==> config.mk <==
export PLATFORM = sky130hd
export DESIGN_NAME = hazard_stall_ctrl
export DESIGN_NICKNAME = d
export VERILOG_FILES = /design/src/rtl/hazard_stall_ctrl.sv
export SDC_FILE = /design/constraint.sdc
export NUM_CORES = 1
export LEC_CHECK = 0
export CORE_MARGIN = 5
export CORE_UTILIZATION = 25
export DETAILED_ROUTE_END_ITERATION = 10
export DONT_BUFFER_PORTS = 1
export HOLD_SLACK_MARGIN = 0.02
export PLACE_DENSITY_LB_ADDON = 0.3
export SKIP_LAST_GASP = 1
export SYNTH_ARGS = -nofsm -noshare
export SYNTH_HDL_FRONTEND = slang
export SYNTH_SLANG_ARGS = --single-unit
==> constraint.sdc <==
create_clock -name clk_i -period 2.1 [get_ports clk_i]
set_input_delay 0.42 -clock clk_i [delete_from_list [all_inputs] [get_ports clk_i]]
set_output_delay 0.42 -clock clk_i [all_outputs]
set_load 0.01 [all_outputs]
==> src/rtl/hazard_stall_ctrl.sv <==
// Stall/flush sequencer for the 5-stage RV32I pipeline: load-use bubbles, D-cache freezes and
// branch redirects that can straddle an I-cache miss. Define HAZARD_PERF_EN for perf counters.
module hazard_stall_ctrl #(
  parameter int unsigned REG_AW = 5,
  parameter int unsigned CNT_W  = 32
) (
  input  logic              clk_i,
  input  logic              rst_ni,
  input  logic [REG_AW-1:0] id_rs1_i,
  input  logic [REG_AW-1:0] id_rs2_i,
  input  logic              id_uses_rs1_i,
  input  logic              id_uses_rs2_i,
  input  logic              ex_valid_i,
  input  logic              ex_is_load_i,
  input  logic [REG_AW-1:0] ex_rd_i,
  input  logic              ex_br_taken_i,
  input  logic [31:0]       ex_br_target_i,
  input  logic              imem_stall_i,
  input  logic              dmem_stall_i,
  output logic              pc_load_o,
  output logic              pc_redirect_o,
  output logic [31:0]       pc_target_o,
  output logic              if_id_load_o,
  output logic              id_ex_load_o,
  output logic              ex_mem_load_o,
  output logic              mem_wb_load_o,
  output logic              if_id_flush_o,
  output logic              id_ex_flush_o,
  output logic              ctrl_state_o,
  output logic [CNT_W-1:0]  stall_cycles_o,
  output logic [CNT_W-1:0]  flush_count_o
);

  typedef enum logic [0:0] {StRun, StRedirWait} state_e;

  state_e      state_q, state_d;
  logic [31:0] target_q, target_d;
  logic        load_use;

  assign load_use = ex_valid_i && ex_is_load_i && (ex_rd_i != '0) &&
                    ((id_uses_rs1_i && (id_rs1_i == ex_rd_i)) ||
                     (id_uses_rs2_i && (id_rs2_i == ex_rd_i)));

  assign ctrl_state_o = (state_q == StRedirWait);

  always_ff @(posedge clk_i or negedge rst_ni) begin
    if (!rst_ni) begin
      state_q  <= StRun;
      target_q <= '0;
    end else begin
      state_q  <= state_d;
      target_q <= target_d;
    end
  end

  // A D-cache freeze holds everything; EX keeps presenting any branch until it lifts.
  always_comb begin
    state_d  = state_q;
    target_d = target_q;
    if (!dmem_stall_i) begin
      unique case (state_q)
        StRun: begin
          if (ex_br_taken_i && imem_stall_i) begin
            state_d  = StRedirWait;
            target_d = ex_br_target_i;
          end
        end
        StRedirWait: begin
          if (!imem_stall_i) state_d = StRun;
        end
        default: state_d = StRun;
      endcase
    end
  end

  always_comb begin
    pc_load_o     = 1'b1;
    pc_redirect_o = 1'b0;
    pc_target_o   = target_q;
    if_id_load_o  = 1'b1;
    id_ex_load_o  = 1'b1;
    ex_mem_load_o = 1'b1;
    mem_wb_load_o = 1'b1;
    if_id_flush_o = 1'b0;
    id_ex_flush_o = 1'b0;

    if (!rst_ni) begin
      pc_load_o     = 1'b0;
      pc_target_o   = '0;
      if_id_load_o  = 1'b0;
      id_ex_load_o  = 1'b0;
      ex_mem_load_o = 1'b0;
      mem_wb_load_o = 1'b0;
      if_id_flush_o = 1'b1;
      id_ex_flush_o = 1'b1;
    end else if (dmem_stall_i) begin
      pc_load_o     = 1'b0;
      if_id_load_o  = 1'b0;
      id_ex_load_o  = 1'b0;
      ex_mem_load_o = 1'b0;
      mem_wb_load_o = 1'b0;
    end else begin
      unique case (state_q)
        StRun: begin
          if (ex_br_taken_i) begin
            // Redirect wins over any load-use match in the same cycle.
            if_id_flush_o = 1'b1;
            id_ex_flush_o = 1'b1;
            pc_target_o   = ex_br_target_i;
            pc_load_o     = !imem_stall_i;
            pc_redirect_o = !imem_stall_i;
          end else if (load_use || imem_stall_i) begin
            pc_load_o     = 1'b0;
            if_id_load_o  = 1'b0;
            id_ex_flush_o = 1'b1;
          end
        end
        StRedirWait: begin
          id_ex_flush_o = 1'b1;
          if (imem_stall_i) begin
            pc_load_o    = 1'b0;
            if_id_load_o = 1'b0;
          end else begin
            // The fetch returning now is from the wrong path.
            if_id_flush_o = 1'b1;
            pc_redirect_o = 1'b1;
          end
        end
        default: ;
      endcase
    end
  end

`ifdef HAZARD_PERF_EN
  logic [CNT_W-1:0] stall_cycles_q, flush_count_q;

  always_ff @(posedge clk_i or negedge rst_ni) begin
    if (!rst_ni) begin
      stall_cycles_q <= '0;
      flush_count_q  <= '0;
    end else begin
      if (!pc_load_o)    stall_cycles_q <= stall_cycles_q + CNT_W'(1);
      if (if_id_flush_o) flush_count_q  <= flush_count_q + CNT_W'(1);
    end
  end

  assign stall_cycles_o = stall_cycles_q;
  assign flush_count_o  = flush_count_q;
`else
  assign stall_cycles_o = '0;
  assign flush_count_o  = '0;
`endif

endmodule

==> impl_metrics.csv, run 1 <==
group,metric,value,unit
outcome,status,"complete, no violations",
floorplanning,start_util,25.6,%
clock_tree,clkLatencyLatePin,280,ps
run,drv_cap,0,
pwr,cellLeakagePower,1.39,nW
hold_path,hold_depth,1,
detailed_routing,wl,6520,um
grt,grt_max_degree,37,
worst_setup_path,endpoint_kind,"output pin",
detailed_routing,drc,0,
finish,nNetsFinal,371,
synth,ys_seq_area_share,31.3,%
detailed_routing,wl_per_cell,14.4,um
worst_setup_path,startpoint_type,"flop",
synth,yosysMostFrequentCell,"nand2_1",
detailed_routing,avgViaCountPerCell,3.98,
synth,synth.ff_latch_count,33,
worst_setup_path,slowest_delay,470,ps
worst_setup_path,arrival,1570,ps
floorplanning,core_area,0.0103,mm^2
synth,yosysUniqueCellTypes,29,
worst_setup_path,path_class,"flop to output pin",
floorplanning,io_pins,161,
finish,drive_above_1_share,27.8,%
sta,setup_slack,111,ps
synth,synth_area,0.00264,mm^2
floorplanning,row_count,37,
clock_tree,cts_made_buffers,5,
clock_tree,path_clk_slew,80,ps
worst_setup_path,cp_max_fo,4,
sta,min_period,1990,ps
worst_setup_path,critical_path_required,1680,ps
synth,synth_top_area_share,31.3,%
clock_tree,clockBufferDepth,2,
clock_tree,htreeDepth,2,
worst_setup_path,worstReg2RegEnd,"target_q[22]",
placed_design,place_hpwl,4630,um
hold_path,min_to,"ctrl_state_o",
worst_setup_path,cpMaxStageDelayCell,"dfrtp_2",
worst_setup_path,ff2ff_path_depth,5,
worst_setup_path,regToRegSetupSlack,350,ps
grt,grt_pass1_vias,1769,
sta,setup_violations,0,
detailed_routing,first_pass_iters,4,
detailed_routing,vias,1799,
floorplanning,dieHeight,113,um
synth,ys.flop_type,"dfrtp_1",
synth,synth.cells.most_frequent,"nand2_1, buf_4, dfrtp_1",
pwr,vdd_drop_max,210,uV
worst_setup_path,critPathMostFrequentCell,"buf_4",
finish,area_growth,11.1,%
sta,skew,7.04,ps
placed_design,dp_slack,101,ps
placed_design,portBuffers,0,
synth,yosys-top-cells-area,"dfrtp_1, buf_4, mux2_4",
detailed_routing,ant_nets,0,
detailed_routing,drt_iter0_drc,84,
hold_path,hold_path.class,"primary input to flop",
synth,synthArstFlopShare,100,%
worst_setup_path,worst_r2r_startpoint,"ctrl_state_o",
sta,final-hold-violation-count,0,
clock_tree,cts-root-buf,"clkbuf_8",
placed_design,gp_congestion,0.685,
synth,ys.warnings.count,0,
pwr,power_density,724,mW/mm^2
clock_tree,cts.sinks,33,
floorplanning,dieArea,0.0127,mm^2
grt,antenna_found_initial,0,
grt,grt_pass1_wl,9670,um
sta,grt_setup_unrepaired,"true",
grt,grt.total_usage,9.59,%
synth,synth_edf_count,0,
synth,synth_cells,281,
synth,synth_top_cell_by_area,"dfrtp_1",
floorplanning,die_x,113,um
sta,finalMaxSlewViolations,0,
synth,syn_avg_cell_area,9.40,um^2
grt,grt_overflow,0,
sta,max_freq,503,MHz
sta,whs,274,ps
clock_tree,cts_tree,"built",
hold_path,hold_start,"imem_stall_i",
finish,diodes,0,
sta,final_min_period_over_clock_period,94.7,%
worst_setup_path,path_cells,"nor2b_4 > buf_4 > buf_4 > nand2_1 > a21boi_0 > buf_4",
cells in the final DEF, fill, tap and decap left out, types with 2 or more instances in the layout:
master	instances
nand2_1	68
conb_1	64
buf_4	38
dfrtp_1	32
mux2_4	30
a21boi_0	28
xnor2_1	10
clkbuf_8	5
a21boi_1	4
buf_12	4
nor2_1	3
o21ai_0	3
nand4_1	2
nor3_1	2
a21oi_1	2
mux2_2	2
clkinv_2	2
where the power goes:
| group | internal [W] | switching (W) | total (W) |
|---|---|---|---|
| clock | 0.000230 | 0.000252 | 0.000482 |
| sequential | 0.000802 | 0.0000900 | 0.000892 |
| combinational | 0.000434 | 0.000318 | 0.000751 |
| total | 0.00147 | 0.000659 | 0.00213 |
repair_timing:
item / 4_1_cts / 5_1_grt
hold buffers: 2 / 0
endpoints found under the hold margin: 33 / 0
setup buffers: 1 / 2
pin swaps: 0 / 0
endpoints found under the setup margin: 12 / 9
gates resized for setup: 2 / 7
kinds of logic after synthesis:
group / after synthesis / synth area share [%]
buffers and inverters: 81 / 22.9
XOR/XNOR: 10 / 3.31
flip-flops: 33 / 31.2
AND/OR/NAND/NOR: 83 / 13.3
multiplexers: 32 / 17.9
other: 1 / 0.142
AO/OA/AOI/OAI: 41 / 11.2
worst max path at each step:
stage                        startpoint               to  slack (ps)  depth (start not counted)
after floorplan              ex_rd_i[1]     if_id_load_o         250                          4
after global placement    ex_br_taken_i  pc_target_o[16]         140                          6
after global routing       ctrl_state_o  pc_target_o[12]         -20                          5
final                      ctrl_state_o  pc_target_o[28]         110                          6
after detailed placement  ex_br_taken_i   pc_target_o[2]         100                          6
after CTS                  ctrl_state_o   pc_target_o[2]           9                          5
stage by stage:
| stage | cell area (um^2) | utilization, % | std cells | power (W) | TNS, ps |
|---|---|---|---|---|---|
| floorplan | 2880 | - | 344 | 0.00150 | 0 |
| global placement | 2780 | 26.9 | 439 | 0.00161 | 0 |
| detailed placement | 2780 | 26.9 | 439 | 0.00163 | 0 |
| CTS | 2910 | 28.2 | 450 | 0.00216 | 0 |
| global route | 2940 | 28.4 | 452 | 0.00228 | -41.3 |
| finish | 2940 | 28.4 | 452 | 0.00213 | 0 |
state kept, by name (all words and copies together) (netlist names):
name / flops
target_q: 32
ctrl_state_o: 1
routing by layer:
metal / global-route usage [%] / vias up / share of wire [%]
li1: - / 855 / -
met1: 12.0 / 835 / 41
met2: 15.6 / 102 / 47
met3: 3.58 / 7 / 11
met4: 2.48 / 0 / 1.3
met5: 0 / - / 0
critical path: cells and delay by family, from the launching register on:
family,cells,cell delay [ps]
buf+inv,3,400
flops,1,470
simple gates,2,270
compound gates,1,150
layout make-up:
cell class	count	area (um^2)
Fill cell	1095	7390
Tap cell	136	170
Clock buffer	6	72.6
Multi-Input combinational cell	230	1460
Sequential cell	33	827
Timing Repair Buffer	45	402
Clock inverter	2	10.0
Note: power is estimated with default switching activity, not from simulation.
==> run 2, diff against run 1 <==
--- a/config.mk
+++ b/config.mk
@@ -5,6 +5,8 @@
 export SDC_FILE = /design/constraint.sdc
 export NUM_CORES = 1
 export LEC_CHECK = 0
+export CELL_PAD_IN_SITES_DETAIL_PLACEMENT = 1
+export CELL_PAD_IN_SITES_GLOBAL_PLACEMENT = 2
 export CORE_MARGIN = 5
 export CORE_UTILIZATION = 25
 export DETAILED_ROUTE_END_ITERATION = 10
==> impl_metrics.csv, run 2 (synthesis gave the netlist of run 1 again) <==
group,metric,value,unit
worst_setup_path,path_cells,"or4_1 > o211ai_1 > nor3_1 > a21oi_1",
grt,grt_max_degree,37,
pwr,p_total,0.00229,W
finish,diodes,0,
floorplanning,die_x,113,um
floorplanning,io_pins,161,
pwr,switching_share,29.1,%
pwr,p_comb_share,33.1,%
worst_setup_path,critical_path_required,1680,ps
worst_setup_path,arrival,1570,ps
pwr,pwr-share-clk,27.8,%
floorplanning,start_util,25.6,%
finish,stdcell_area,0.00296,mm^2
finish,fillCellCount,1214,
finish,final_common_cell,"nand2_1",
floorplanning,core_area,0.0103,mm^2
hold_path,hold_path.class,"primary input to flop",
pwr,p_switching,0.000667,W
detailed_routing,drc,0,
sta,skew,8.34,ps
clock_tree,cts-root-buf,"clkbuf_8",
worst_setup_path,cp_max_fo,3,
sta,finalMaxSlewViolations,0,
worst_setup_path,startpoint_type,"primary input",
finish,area_growth,12.1,%
pwr,cellLeakagePower,1.40,nW
clock_tree,post_cts_buffers,0,
sta,finalSetupTns,0,ps
grt,use_met3,3.90,%
detailed_routing,ant_nets,0,
detailed_routing,wl,7140,um
detailed_routing,first_pass_iters,4,
pwr,power_density,773,mW/mm^2
placed_design,portBuffers,0,
sta,setup_violations,0,
floorplanning,dieHeight,113,um
outcome,status,"complete, no violations",
pwr,seq_power_share,39.1,%
worst_setup_path,cp_num_buf_inv,0,
detailed_routing,avgViaCountPerCell,4.08,
grt,use_met1,12.5,%
clock_tree,path_clk_slew,80,ps
clock_tree,cts_tree,"built",
grt,antenna_found_initial,0,
worst_setup_path,path_class,"primary input to output pin",
detailed_routing,vias,1838,
placed_design,placed_area,0.00278,mm^2
detailed_routing,wl_per_cell,15.9,um
clock_tree,clockBufferDepth,2,
grt,grt.total_usage,10.4,%
grt,grt_overflow,0,
run,drv_cap,0,
sta,grt_setup_unrepaired,"false",
sta,final_min_period_over_clock_period,94.9,%
placed_design,gp_congestion,0.705,
floorplanning,dieArea,0.0127,mm^2
worst_setup_path,crit_family,"simple AND/OR/NAND/NOR gates",
sta,max_freq,502,MHz
finish,nNetsFinal,369,
placed_design,place_hpwl,4880,um
pwr,p_int,0.00162,W
detailed_routing,drt_iter0_drc,57,
floorplanning,row_count,37,
grt,met2_usage,17.6,%
pwr,vdd_drop_max,222,uV
grt,grt_pass1_vias,2021,
sta,final-hold-violation-count,0,
grt,busiest_layer,"met2",
clock_tree,clkLatencyLatePin,290,ps
finish,largest_reg_flops,32,
grt,grt_pass1_wl,10700,um
finish,drive_above_1_share,27.4,%
sta,min_period,1990,ps
finish,final_cell_mix,"nand2_1, conb_1, buf_4",
clock_tree,htreeDepth,2,
clock_tree,cts_made_buffers,5,
worst_setup_path,cpMaxStageDelayCell,"or4_1",
finish,largest-register,"target_q",
worst_setup_path,slowest_delay,540,ps
worst_setup_path,endpoint_kind,"output pin",
clock_tree,cts.sinks,33,
## run 2: changes by cell type in the layout (fill, tap and decap cells not counted), sizes merged
cell    before  now
buf         44   41
bufinv       0    1
clkbuf       6    8
clkinv       2    0
## run 2: final timing paths
kind | slack (ps) | cells after the start | from | end
worst max-delay path | 110 | 4 | ex_rd_i[1] | if_id_load_o
worst min-delay path | 270 | 1 | ex_br_target_i[27] | target_q[27]
worst max register to register | 460 | 4 | ctrl_state_o | target_q[21]
worst min register to register | 510 | 1 | target_q[9] | target_q[9]
max in group asynchronous | 1300 | 2 | rst_ni | ctrl_state_o
min in group asynchronous | 590 | 2 | rst_ni | target_q[22]
## run 2: per-stage QoR
step,setup WS [ps],hold WS [ps],utilization (%),instances
after global placement,119,126,26.9,439
after CTS,22.8,255,28.4,449
final,106,275,28.7,450
after floorplan,246,124,-,344
after global routing,14.4,254,28.7,450
after detailed placement,92.7,127,26.9,439
## run 2: area by class of cell
class / instances / area [um^2] / share of cell area [%]
multi-input cells: 230 / 1460 / 49.1
flip-flops and latches: 33 / 827 / 27.9
repair buffers: 43 / 393 / 13.3
well taps: 136 / 170 / 5.75
clock buffers: 7 / 86.3 / 2.92
clock inverters: 1 / 30.0 / 1.01
## run 2: timing repair
| action | CTS | global route |
|---|---|---|
| endpoints found under the setup margin | 3 | 5 |
| hold buffers | 2 | 0 |
| gates resized for setup | 1 | 6 |
| pin swaps | 0 | 0 |
| gates cloned | 0 | 1 |
| hold endpoints to repair | 33 | 0 |
## run 2: power by group through the flow
stage,combinational [W],clock (W),sequential [W]
after floorplan,0.000623,0,0.000878
after CTS,0.000758,0.000672,0.000896
after global placement,0.000724,0,0.000897
after detailed placement,0.000731,0,0.000904
after global routing,0.000835,0.000693,0.000914
final,0.000759,0.000636,0.000895
## run 2: metal layers
metal	wire (um)	share of wire (%)
met1	3060	43
met2	3400	48
met4	44	0.62
met3	634	8.9
met5	0	0
